$ cat src/rtl/rf_pkg.sv
// Shared types and default sizing for the register file with busy scoreboard.
package rf_pkg;
  typedef enum logic {RF_IDLE, RF_SWEEP} rf_state_t;

  localparam int RF_DW = 8;
  localparam int RF_AW = 3;
  localparam int RF_NR = 2;
endpackage

$ cat src/rtl/rf_scoreboard.sv
// Per-register busy bits: reserve sets, writeback clears, sweep clears one entry
// per cycle. NR combinational lookups feed the read ports.
module rf_scoreboard
  import rf_pkg::*;
#(
  parameter int AW = RF_AW,
  parameter int NR = RF_NR
) (
  input  logic            clk,
  input  logic            reset,
  input  logic            setEn,
  input  logic [AW-1:0]   setAddress,
  input  logic            clrEn,
  input  logic [AW-1:0]   clrAddress,
  input  logic            sweepEn,
  input  logic [AW-1:0]   sweepAddress,
  input  logic [NR*AW-1:0] lookupAddress,
  output logic [NR-1:0]   lookupBusy
);
  localparam int DEPTH = 1 << AW;

  logic [DEPTH-1:0] busy;

  // Set is applied after clear so a same-address reserve beats the writeback.
  always_ff @(posedge clk or posedge reset) begin
    if (reset) begin
      busy <= '0;
    end else if (sweepEn) begin
      busy[sweepAddress] <= 1'b0;
    end else begin
      if (clrEn) busy[clrAddress] <= 1'b0;
      if (setEn) busy[setAddress] <= 1'b1;
    end
  end

  always_comb begin
    lookupBusy = '0;
    for (int i = 0; i < NR; i++) begin
      lookupBusy[i] = busy[lookupAddress[i*AW +: AW]];
    end
  end
endmodule

$ cat src/rtl/reg_file_sb.sv
// General-purpose register file with busy scoreboard and a 2**AW-cycle clear sweep.
// Define RF_BYPASS_EN to forward same-cycle write data onto matching read ports.
module reg_file_sb
  import rf_pkg::*;
#(
  parameter int DW = RF_DW,
  parameter int AW = RF_AW,
  parameter int NR = RF_NR
) (
  input  logic             clk,
  input  logic             reset,
  input  logic             writeEn,
  input  logic [AW-1:0]    writeAddress,
  input  logic [DW-1:0]    dataInput,
  input  logic             reserveEn,
  input  logic [AW-1:0]    reserveAddress,
  input  logic [NR*AW-1:0] readAddress,
  output logic [NR*DW-1:0] dataOutput,
  output logic [NR-1:0]    readBusy,
  input  logic             clearReq,
  output logic             clearBusy,
  output rf_state_t        fsmState
);
  localparam int DEPTH = 1 << AW;

  rf_state_t      state, state_next;
  logic [AW-1:0]  cnt;
  logic [DW-1:0]  core [DEPTH];
  logic           sweeping;
  logic           wr;
  logic           rsv;
  logic [NR-1:0]  sbBusy;

  // Valid/ready-free handshake: the requester may only pulse clearReq or issue
  // writes/reserves while clearBusy is low; anything presented during a sweep is dropped.
  assign sweeping  = (state == RF_SWEEP);
  assign wr        = !sweeping && writeEn;
  assign rsv       = !sweeping && reserveEn;
  assign clearBusy = sweeping;
  assign fsmState  = state;

  always_ff @(posedge clk or posedge reset) begin
    if (reset) begin
      state <= RF_IDLE;
      cnt   <= '0;
    end else begin
      state <= state_next;
      cnt   <= sweeping ? cnt + 1'b1 : '0;
    end
  end

  always_comb begin
    state_next = state;
    case (state)
      RF_IDLE:  if (clearReq) state_next = RF_SWEEP;
      RF_SWEEP: if (&cnt) state_next = RF_IDLE;
      default:  state_next = RF_IDLE;
    endcase
  end

  always_ff @(posedge clk or posedge reset) begin
    if (reset) begin
      for (int j = 0; j < DEPTH; j++) core[j] <= '0;
    end else if (sweeping) begin
      core[cnt] <= '0;
    end else if (wr) begin
      core[writeAddress] <= dataInput;
    end
  end

  rf_scoreboard #(.AW(AW), .NR(NR)) u_sb (
    .clk          (clk),
    .reset        (reset),
    .setEn        (rsv),
    .setAddress   (reserveAddress),
    .clrEn        (wr),
    .clrAddress   (writeAddress),
    .sweepEn      (sweeping),
    .sweepAddress (cnt),
    .lookupAddress(readAddress),
    .lookupBusy   (sbBusy)
  );

  always_comb begin
    dataOutput = '0;
    readBusy   = sbBusy;
    for (int i = 0; i < NR; i++) begin
      dataOutput[i*DW +: DW] = core[readAddress[i*AW +: AW]];
`ifdef RF_BYPASS_EN
      if (wr && (writeAddress == readAddress[i*AW +: AW])) begin
        dataOutput[i*DW +: DW] = dataInput;
        readBusy[i] = rsv && (reserveAddress == readAddress[i*AW +: AW]);
      end
`else
`endif
    end
  end
endmodule

$ cat config.mk
export PLATFORM = sky130hd
export DESIGN_NAME = reg_file_sb
export DESIGN_NICKNAME = d
export VERILOG_FILES = /design/src/rtl/rf_pkg.sv /design/src/rtl/rf_scoreboard.sv /design/src/rtl/reg_file_sb.sv
export SDC_FILE = /design/constraint.sdc
export NUM_CORES = 1
export LEC_CHECK = 0
export ABC_AREA = 1
export CORE_MARGIN = 1.5
export CORE_UTILIZATION = 59
export CTS_CLUSTER_SIZE = 10
export DETAILED_ROUTE_END_ITERATION = 10
export PLACE_DENSITY = 0.86
export SYNTH_ARGS = -nofsm -noshare
export SYNTH_HDL_FRONTEND = slang
export SYNTH_HIERARCHICAL = 1
export SYNTH_SLANG_ARGS = --single-unit
$ cat constraint.sdc
create_clock -name clk -period 2.6 [get_ports clk]
set_clock_uncertainty 0.15 [all_clocks]
set_input_delay 0.26 -clock clk [delete_from_list [all_inputs] [get_ports clk]]
set_output_delay 0.26 -clock clk [all_outputs]
set_load 0.01 [all_outputs]
==> impl_results.md, run 1 <==
- Status: complete, no violations
- Vias: between 5000 and 6000
- CTS root buf: clkbuf_8
- Post-CTS sizing: 0
- VDD IR max: between 0.6 and 0.7 mV
- Crit path cell chain: clkdlybuf4s50_1, inv_1, buf_4, nand3_1, nand2_1, nand2_1, nand2_1, clkdlybuf4s50_1
- Main flop type after synthesis: dfrtp_1
- FF+latch count, synth: 76
- Post-CTS setup buffer count: 0
- Die Area: 9440 µm²
- Initial cell density of the core: between 60% and 70%
- Bufs on Longest Clock Path: 2
- CP Class: in2out
- Startpoint Class: primary input
- Die Wd: approximately 97 µm
- Std cell rows: 34
- Final Max Tran Viols: 0
- Critical Path RT: ~2.2 ns
- Most numerous cell in the Yosys netlist: nand2_1
- Layout cell share with drive strength beyond 1: 7.05%
- Antenna violations before repair: 0
- Pwr Total: slightly below 5 mW
- Number of I/O pins: 45
- Pwr dens: 807 nW/µm²
- Hold_buf cts: 0
- Cell Area, Synth: about 5200 µm²
- Synth area leaders: dfrtp_1, nand2_1, nand3_1
- Combinational power share: 38.6%
- Crit. End Element: primary output
- Max_slew headroom: 52.7%
- Post-Route WL: approximately 16000 µm
- NumNets Final: 887
- Final setup violation count: 0
- Critical path fanouts, max: 14
- Post-route setup TNS: 0 ns
- Num CTS Buffers: 9
- CP bufs+invs: 4
- # diodes: 0
- Fmax: slightly below 400 MHz
- Via density: approximately 5.8
- Clock share of power: 22.1%
- Vias in the first global route: around 5300
- Crit path max-delay family: buffers and inverters
- 1st-pass router iterations: 6
- GP Congestion: 0.963
- MaxCap Viol Count: 0
- Final Hold Vio Count: 0
- RSZ-0062 raised after global routing: false
- Synthesized area per cell: 6.32 µm²
- Non-filler instance count after layout: approximately 970
- Syn Inst Count: 828
- Total overflow reported by the global router: 0
- Sink Count: between 70 and 80
- WHS: 0.0460 ns
- DRC: 0
- CTS tree: done
- Max incr delay on CP: 0.58 ns
- First-pass GRT wire length: 27000 µm
- Asr flop ratio synth: 100%
- Hpwl dp: 11800 µm
- Die Y-Extent: 97.2 µm
- Syn Nets: 855
- Worst-path clk slew: about 0.09 ns
- # fillers: around 760
- Min Tclk post-route: 2.53 ns
- Antenna Nets Post-Route: 0
- Static Leak: 3.47 nW
- DRT iter0 DRCs: 674
- Synthesis-to-layout area growth: 14.6%
- YS warnings: 6
- Overall routing resource usage: between 30 and 40%
- Worst min path class: in2async
- Cell Int Power: between 2 and 3 mW
- Placed instance count: 957
- Seq/Total Area, Yosys: 36.4%
- Cell variety after synth: 28
- Largest net degree at the start of global routing: 69
- Net switching power: 2.04 mW
- EDFF count, synth: 0
- Avg WL per Cell: 16.6 µm
- Final period utilization: 97.5%
- Area share of the largest cell type after synthesis: 36.4%
- Flop pwr share: 39.3%
- Worst-Margin Slew: 0.709 ns
- IO Port Bufs: 44
- CP dominant cell by count: nand2_1
- Final Util: 69.4%
- Clock Latency Late Sink: ~0.36 ns
- Sw frac: between 40% and 50%
- Top cell type by total area after synthesis: dfrtp_1
- Htree depth: 3
- CORE AREA: 8640 µm²
- Most instantiated cells after synthesis: nand2_1, nand3_1, inv_1, dfrtp_1, buf_2
- Worst path slowest cell: clkdlybuf4s50_1
- WP data arrival: 2.12 ns
==> through the flow <==
stage,setup WS (ns),cell area (µm²)
finish,0.0650,5990
CTS,0.0974,5990
global route,0.00488,5990
global placement,0.123,5760
detailed placement,0.103,5760
floorplan,0.478,5230
==> logic make-up (layout without fill, tap and decap cells) <==
kind of cell               after synthesis  in the layout  share of synthesized area (%)
AOI/OAI and AO/OA                        6              6                          0.574
adders and majority gates                2              2                          0.478
buffers and inverters                  151            188                           12.7
DFF                                     76             76                           36.4
and+or+nand+nor                        593            593                           49.9
==> flip-flops by register name, indices dropped and copies added (netlist names) <==
| signal | count |
|---|---|
| clearBusy | 1 |
| cnt | 3 |
| core | 64 |
| u_sb/busy | 8 |
==> power by group through the flow <==
stage	clock [mW]	combinational, mW	sequential (mW)
6_report	1.07	1.87	1.90
3_5_place_dp	0	1.83	1.91
2_1_floorplan	0	1.29	1.79
3_3_place_gp	0	1.77	1.89
5_1_grt	1.12	2.09	1.95
4_1_cts	1.07	1.84	1.89
==> path summary, 6_finish.rpt <==
check | from | cells past startpoint | slack, ns | endpoint
worst max-delay path | readAddress[4] | 8 | 0.07 | dataOutput[15]
worst min-delay path | reset | 2 | 0.05 | u_sb/busy[2]$_DFF_PP0_
worst max register to register | clearBusy$_DFF_PP0_ | 5 | 0.59 | core[51]$_DFFE_PP0P_
worst min register to register | core[54]$_DFFE_PP0P_ | 2 | 0.36 | core[54]$_DFFE_PP0P_
max in group asynchronous | reset | 3 | 1.84 | core[54]$_DFFE_PP0P_
min in group clk | clearReq | 3 | 0.33 | clearBusy$_DFF_PP0_
==> cells in the final DEF (no fill, tap or decap), drive strengths merged <==
cell / Yosys / final
clkdlybuf4s50: 0 / 44
buf: 30 / 14
clkinv: 4 / 4
a21oi: 4 / 4
clkbuf: 7 / 10
o21ai: 2 / 2
bufinv: 0 / 2
ha: 2 / 2
nand4: 8 / 8
dfrtp: 76 / 76
nand3: 185 / 185
clkinvlp: 0 / 1
inv: 110 / 113
nand2: 384 / 384
nor2: 16 / 16
==> area by class of cell <==
| class | count | area (µm²) | share of cell area, % |
|---|---|---|---|
| Inverter | 114 | 440 | 7.35 |
| Sequential cell | 76 | 1900 | 31.7 |
| Clock buffer | 10 | 138 | 2.30 |
| Clock inverter | 6 | 93.8 | 1.57 |
| Tap cell | 108 | 135 | 2.25 |
| Multi-Input combinational cell | 601 | 2670 | 44.5 |
| Timing Repair Buffer | 58 | 621 | 10.4 |
==> layer usage <==
layer,track usage (%),routed length (µm)
met5,0,0
met4,13.6,493
met3,8.27,1940
met2,54.3,7200
met1,50.0,6480
==> worst reg2reg max path, stage by stage (launching register included) <==
cell	delay, ns
dfrtp_1	0.65
nor2_4	0.48
nand3_2	0.30
inv_2	0.21
nand2_1	0.08
nand2_1	0.09
(Power assumes the default switching activity.)
==> inputs of run 2 (changes only) <==
Settings changed: CORE_UTILIZATION 59 to 61, CTS_BUF_LIST set to sky130_fd_sc_hd__clkbuf_8, PLACE_DENSITY 0.86 to 0.89.
==> run 2 against run 1 <==
Compared with the run above:
- global-route usage grew 2.6 points
- via count increased by 0.52%
- register-to-register slack got worse by 0.02 ns
- setup slack better by 0.098 ns
- routed wire length grew 2.8%
- clock power increased by 11%
- cell count fell by 0.62%
- sequential power is essentially flat
- core utilization grew 3.5 points
- fmax grew 4.0%
- count of clock-buffer cells in the layout shrank 1
- critical path depth unchanged
- critical endpoint is now dataOutput[6]
- largest power group unchanged
==> impl_results.md, run 2 (synthesis results as in run 1) <==
- Final period utilization: 93.7%
- Reg-to-reg slack, setup: roughly 0.57 ns
- CTS tree: done
- Post-Place Cell Area: ~5800 µm²
- Crit. End Element: primary output
- Max_slew headroom: just over 50%
- Avg WL per Cell: 17.1 µm
- Pwr dens: approximately 820 nW/µm²
- Htree depth: 3
- Post-Route WL: 16600 µm
- Hpwl dp: 11900 µm
- IO Port Bufs: 44
- Top Registers: core: 64 flops, u_sb/busy: 8 flops, cnt: 3 flops
- CTS root buf: clkbuf_8
- Final Hold Vio Count: 0
- Sink Count: 76
- Die Y-Extent: 95.6 µm
- DRC: 0
- Final Max Tran Viols: 0
- Vias: between 5000 and 6000
- WHS: 0.0451 ns
- GR Util met2: about three fifths
- Pwr Total: a little under 5 mW
- Std cell rows: 33
- Worst-path clk slew: 0.08 ns
- First-pass GRT wire length: roughly 26000 µm
- Number of I/O pins: 45
- Layout cell share with drive strength beyond 1: between 6 and 7%
- Fmax: 410 MHz
- CP Class: in2out
- GRT busiest layer: met2
- Num CTS Buffers: 9
- Worst-Margin Slew: 0.738 ns
- NumNets Final: 885
- Overall routing resource usage: about 38%
- GP Congestion: 0.935
- MaxCap Viol Count: 0
- # diodes: 0
- Commonest non-fill, non-tap cell in the layout: nand2_1
- DRT iter0 DRCs: approximately 640
- GR Util met3: between 10% and 20%
- Antenna violations before repair: 0
- Static Leak: 3.48 nW
- RSZ-0062 raised after global routing: false
- CORE AREA: 8260 µm²
- Synthesis-to-layout area growth: 15.0%
- Met1 Use GR: around half
- Number of flip-flops in the largest register: 64
- Initial cell density of the core: ~63%
- Vias in the first global route: 5205
- Critical Path RT: 2.19 ns
- Cell area after layout: 6020 µm²
- Final setup violation count: 0
- Critical path fanouts, max: 16
- 1st-pass router iterations: 5
- Post-CTS sizing: 0
- Post-route setup TNS: 0 ns
- WP data arrival: 2.03 ns
- Die Area: 9140 µm²
- Largest net degree at the start of global routing: 69
- Total overflow reported by the global router: 0
- Post-CTS setup buffer count: 0
- Biggest register: core
- Bufs on Longest Clock Path: 2
- Die Wd: 95.6 µm
- VDD IR max: 0.674 mV
- Worst min path class: in2async
- Hold_buf cts: 0
- Clock Latency Late Sink: 0.35 ns
- Final Util: 72.9%
- Via density: between 5 and 6
- Startpoint Class: primary input
- Min Tclk post-route: 2.44 ns
- Antenna Nets Post-Route: 0
- Commonest non-fill, non-tap cells in the layout: nand2_1, nand3_1, inv_1, dfrtp_1, clkdlybuf4s50_1
- Status: complete, no violations
## run 2: cell count changes in the layout (fill, tap and decap cells not counted), sizes merged
cell / previous run / this run
inv: 113 / 110
bufinv: 2 / 4
clkbuf: 10 / 9
clkinv: 4 / 6
clkinvlp: 1 / 0
buf: 14 / 12
## run 2: worst paths after layout
kind                       depth (start not counted)                      to                 start
hold / removal                                     2  u_sb/busy[5]$_DFF_PP0_                 reset
hold reg to reg                                    2    core[60]$_DFFE_PP0P_  core[60]$_DFFE_PP0P_
setup / recovery                                   8           dataOutput[6]        readAddress[1]
setup reg to reg                                   5    core[51]$_DFFE_PP0P_   clearBusy$_DFF_PP0_
max in group asynchronous                          3    core[51]$_DFFE_PP0P_                 reset
min in group clk                                   3     clearBusy$_DFF_PP0_              clearReq
## run 2: power by group
group / total [mW] / internal [mW] / leakage (nW) / switching, mW
registers: 1.89 / 1.56 / 1.03 / 0.337
clock network: 1.19 / 0.733 / 0.129 / 0.458
logic: 1.88 / 0.661 / 2.31 / 1.22
## run 2: per-stage QoR
stage,cells,setup WS (ns)
after CTS,967,0.187
final,967,0.163
after global routing,967,0.0674
after floorplan,828,0.478
after global placement,952,0.216
after detailed placement,952,0.206
## run 2: metal layers
layer / wire length (µm) / part of all wire, %
met1: 6400 / 39
met2: 7450 / 45
met4: 625 / 3.8
met5: 0 / 0
met3: 2100 / 13
## run 2: critical path, stage by stage
cell and delay, ns:
clkdlybuf4s50_1 0.53, inv_1 0.10, buf_4 0.25, nand3_1 0.12, nand2_1 0.11, nand2_1 0.07, nand2_1 0.06, clkdlybuf4s50_1 0.52
## run 2: cell type report
type                            count  area [µm²]
Clock buffer                        9         124
Multi-Input combinational cell    601        2670
Inverter                          114         440
Timing Repair Buffer               56         618
Clock inverter                      6         138
Sequential cell                    76        1900
Tap cell                          105         131
Fill cell                         703        2240
==> inputs of run 3 (changes only) <==
--- a/constraint.sdc
+++ b/constraint.sdc
@@ -3,3 +3,3 @@
 set_input_delay 0.26 -clock clk [delete_from_list [all_inputs] [get_ports clk]]
 set_output_delay 0.26 -clock clk [all_outputs]
-set_load 0.01 [all_outputs]
+set_load 0.005 [all_outputs]
==> run 3 against run 2 <==
Compared with the run above:
- routed wire length down 3.9%
- final area is 1.3% lower
- global-route usage is 1.2 points lower
- register-to-register slack better by 0.04 ns
- critical endpoint is now dataOutput[14]
- first-iteration DRC count increased by 12%
- cell count up 0.31%
- sequential cell count is the same
- combinational power fell by 4%
- count of clock-buffer cells in the layout rose by 1
- sequential share of layout area increased by 0.41 points
- total power is 5.6% lower
- setup slack worse by 0.034 ns
==> impl_results.md, run 3 (synthesis results as in run 1) <==
- Reg-to-reg slack, setup: 0.61 ns
- RSZ-0062 raised after global routing: false
- DRT iter0 DRCs: 711
- VDD IR max: between 0.5 and 0.6 mV
- IO Port Bufs: 44
- GP Congestion: a little over 0.9
- Die Wd: 95.6 µm
- Sink Count: 76
- Post-Place Cell Area: 5730 µm²
- RR Startpoint: clearBusy$_DFF_PP0_
- MaxCap Viol Count: 0
- Biggest register: core
- Bufs on Longest Clock Path: 2
- Number of I/O pins: 45
- Post-route setup TNS: 0 ns
- Via density: 5.81
- Final setup violation count: 0
- DRC: 0
- NumNets Final: 887
- Overall routing resource usage: 37.2%
- Hpwl dp: 11600 µm
- Number of flip-flops in the largest register: 64
- Antenna Nets Post-Route: 0
- First-pass GRT wire length: 25500 µm
- Startpoint Class: primary input
- Final period utilization: 95.0%
- Worst-path clk slew: approximately 0.08 ns
- Antenna violations before repair: 0
- Num CTS Buffers: 9
- Die Area: approximately 9100 µm²
- Area of the multi-input gates: 2670 µm²
- Avg WL per Cell: 16.4 µm
- Commonest non-fill, non-tap cells in the layout: nand2_1, nand3_1, inv_1, dfrtp_1, clkdlybuf4s50_1
- Fmax: 405 MHz
- Number of cells on the worst reg-to-reg path: 5
- Final Max Tran Viols: 0
- Top Registers: core: 64 flops, u_sb/busy: 8 flops, cnt: 3 flops
- Vias: 5637
- Post-CTS setup buffer count: 0
- Total overflow reported by the global router: 0
- Sequential cell area: 1900 µm²
- Min Tclk post-route: 2.47 ns
- Die Y-Extent: approximately 96 µm
- Final Hold Vio Count: 0
- CP Class: in2out
- Commonest non-fill, non-tap cell in the layout: nand2_1
- Layout cell share with drive strength beyond 1: slightly above 7%
- Crit. End Element: primary output
- Pwr Total: approximately 4.7 mW
- CORE AREA: 8260 µm²
- 1st-pass router iterations: 7
- Worst r2r dst: core[54]$_DFFE_PP0P_
- Worst-Margin Slew: 0.719 ns
- Post-CTS sizing: 0
- Status: complete, no violations
- Pwr dens: 789 nW/µm²
- # fillers: between 700 and 800
- Htree depth: 3
- CTS root buf: clkbuf_8
- WP data arrival: 2.06 ns
- CTS tree: done
- Std cell rows: 33
- Cell area after layout: ~6000 µm²
- Post-Route WL: 15900 µm
- Synthesis-to-layout area growth: 13.6%
- Critical path fanouts, max: 11
- Initial cell density of the core: approximately 63%
- Static Leak: 3.44 nW
- Worst min path class: in2async
- Vias in the first global route: 5138
- # diodes: 0
- Max_slew headroom: 52.0%
- Largest net degree at the start of global routing: 69
- Critical Path RT: 2.19 ns
- Hold_buf cts: 0
- Clock Latency Late Sink: 0.36 ns
==> run 3: changes by cell type in the layout (fill, tap and decap cells not counted), sizes merged <==
cell	previous run	this run
buf	12	14
inv	110	112
bufinv	4	1
clkinvlp	0	3
clkinv	6	4
clkbuf	9	10
==> run 3: power breakdown <==
group          switching (mW)  internal (mW)  total, mW
Combinational            1.16          0.654       1.81
Sequential              0.345           1.56       1.90
Clock                   0.493          0.476      0.969
==> run 3: per-stage QoR <==
stage                     utilization [%]  setup WS (ns)  hold WS (ns)  cells
final                                72.0          0.129        0.0547    970
after CTS                            72.0          0.177        0.0681    970
after global routing                 72.0         0.0608         0.127    970
after floorplan                         -          0.478       -0.0743    828
after detailed placement             69.4          0.176         0.337    954
after global placement               69.4          0.194         0.331    954
==> run 3: layout make-up <==
cell class | instances | share of cell area [%]
inverters | 114 | 7.41
clock inverters | 6 | 1.18
well taps | 105 | 2.21
repair buffers | 58 | 10.0
flip-flops and latches | 76 | 32.0
multi-input cells | 601 | 44.9
clock buffers | 10 | 2.32
==> run 3: how the worst max path moves through the flow <==
stage / start / endpoint
after floorplan: reset / clearBusy$_DFF_PP0_
after global placement: readAddress[0] / dataOutput[4]
after detailed placement: readAddress[0] / dataOutput[4]
after CTS: readAddress[0] / dataOutput[4]
after global routing: readAddress[0] / dataOutput[6]
final: readAddress[4] / dataOutput[14]
==> run 3: metal layers <==
metal	GRT usage [%]	routed length (µm)	vias to the layer above	part of all wire [%]
met1	51.2	6330	2527	40
met4	19.7	716	0	4.5
li1	-	-	2633	-
met2	55.8	7010	407	44
met3	6.54	1880	70	12
met5	0	0	-	0
==> run 3: worst max-delay path, stage by stage <==
cell and delay [ns]:
clkdlybuf4s50_1 0.67, buf_4 0.26, nand3_1 0.10, nand2_1 0.11, nand2_1 0.07, nand2_1 0.08, clkdlybuf4s50_1 0.50
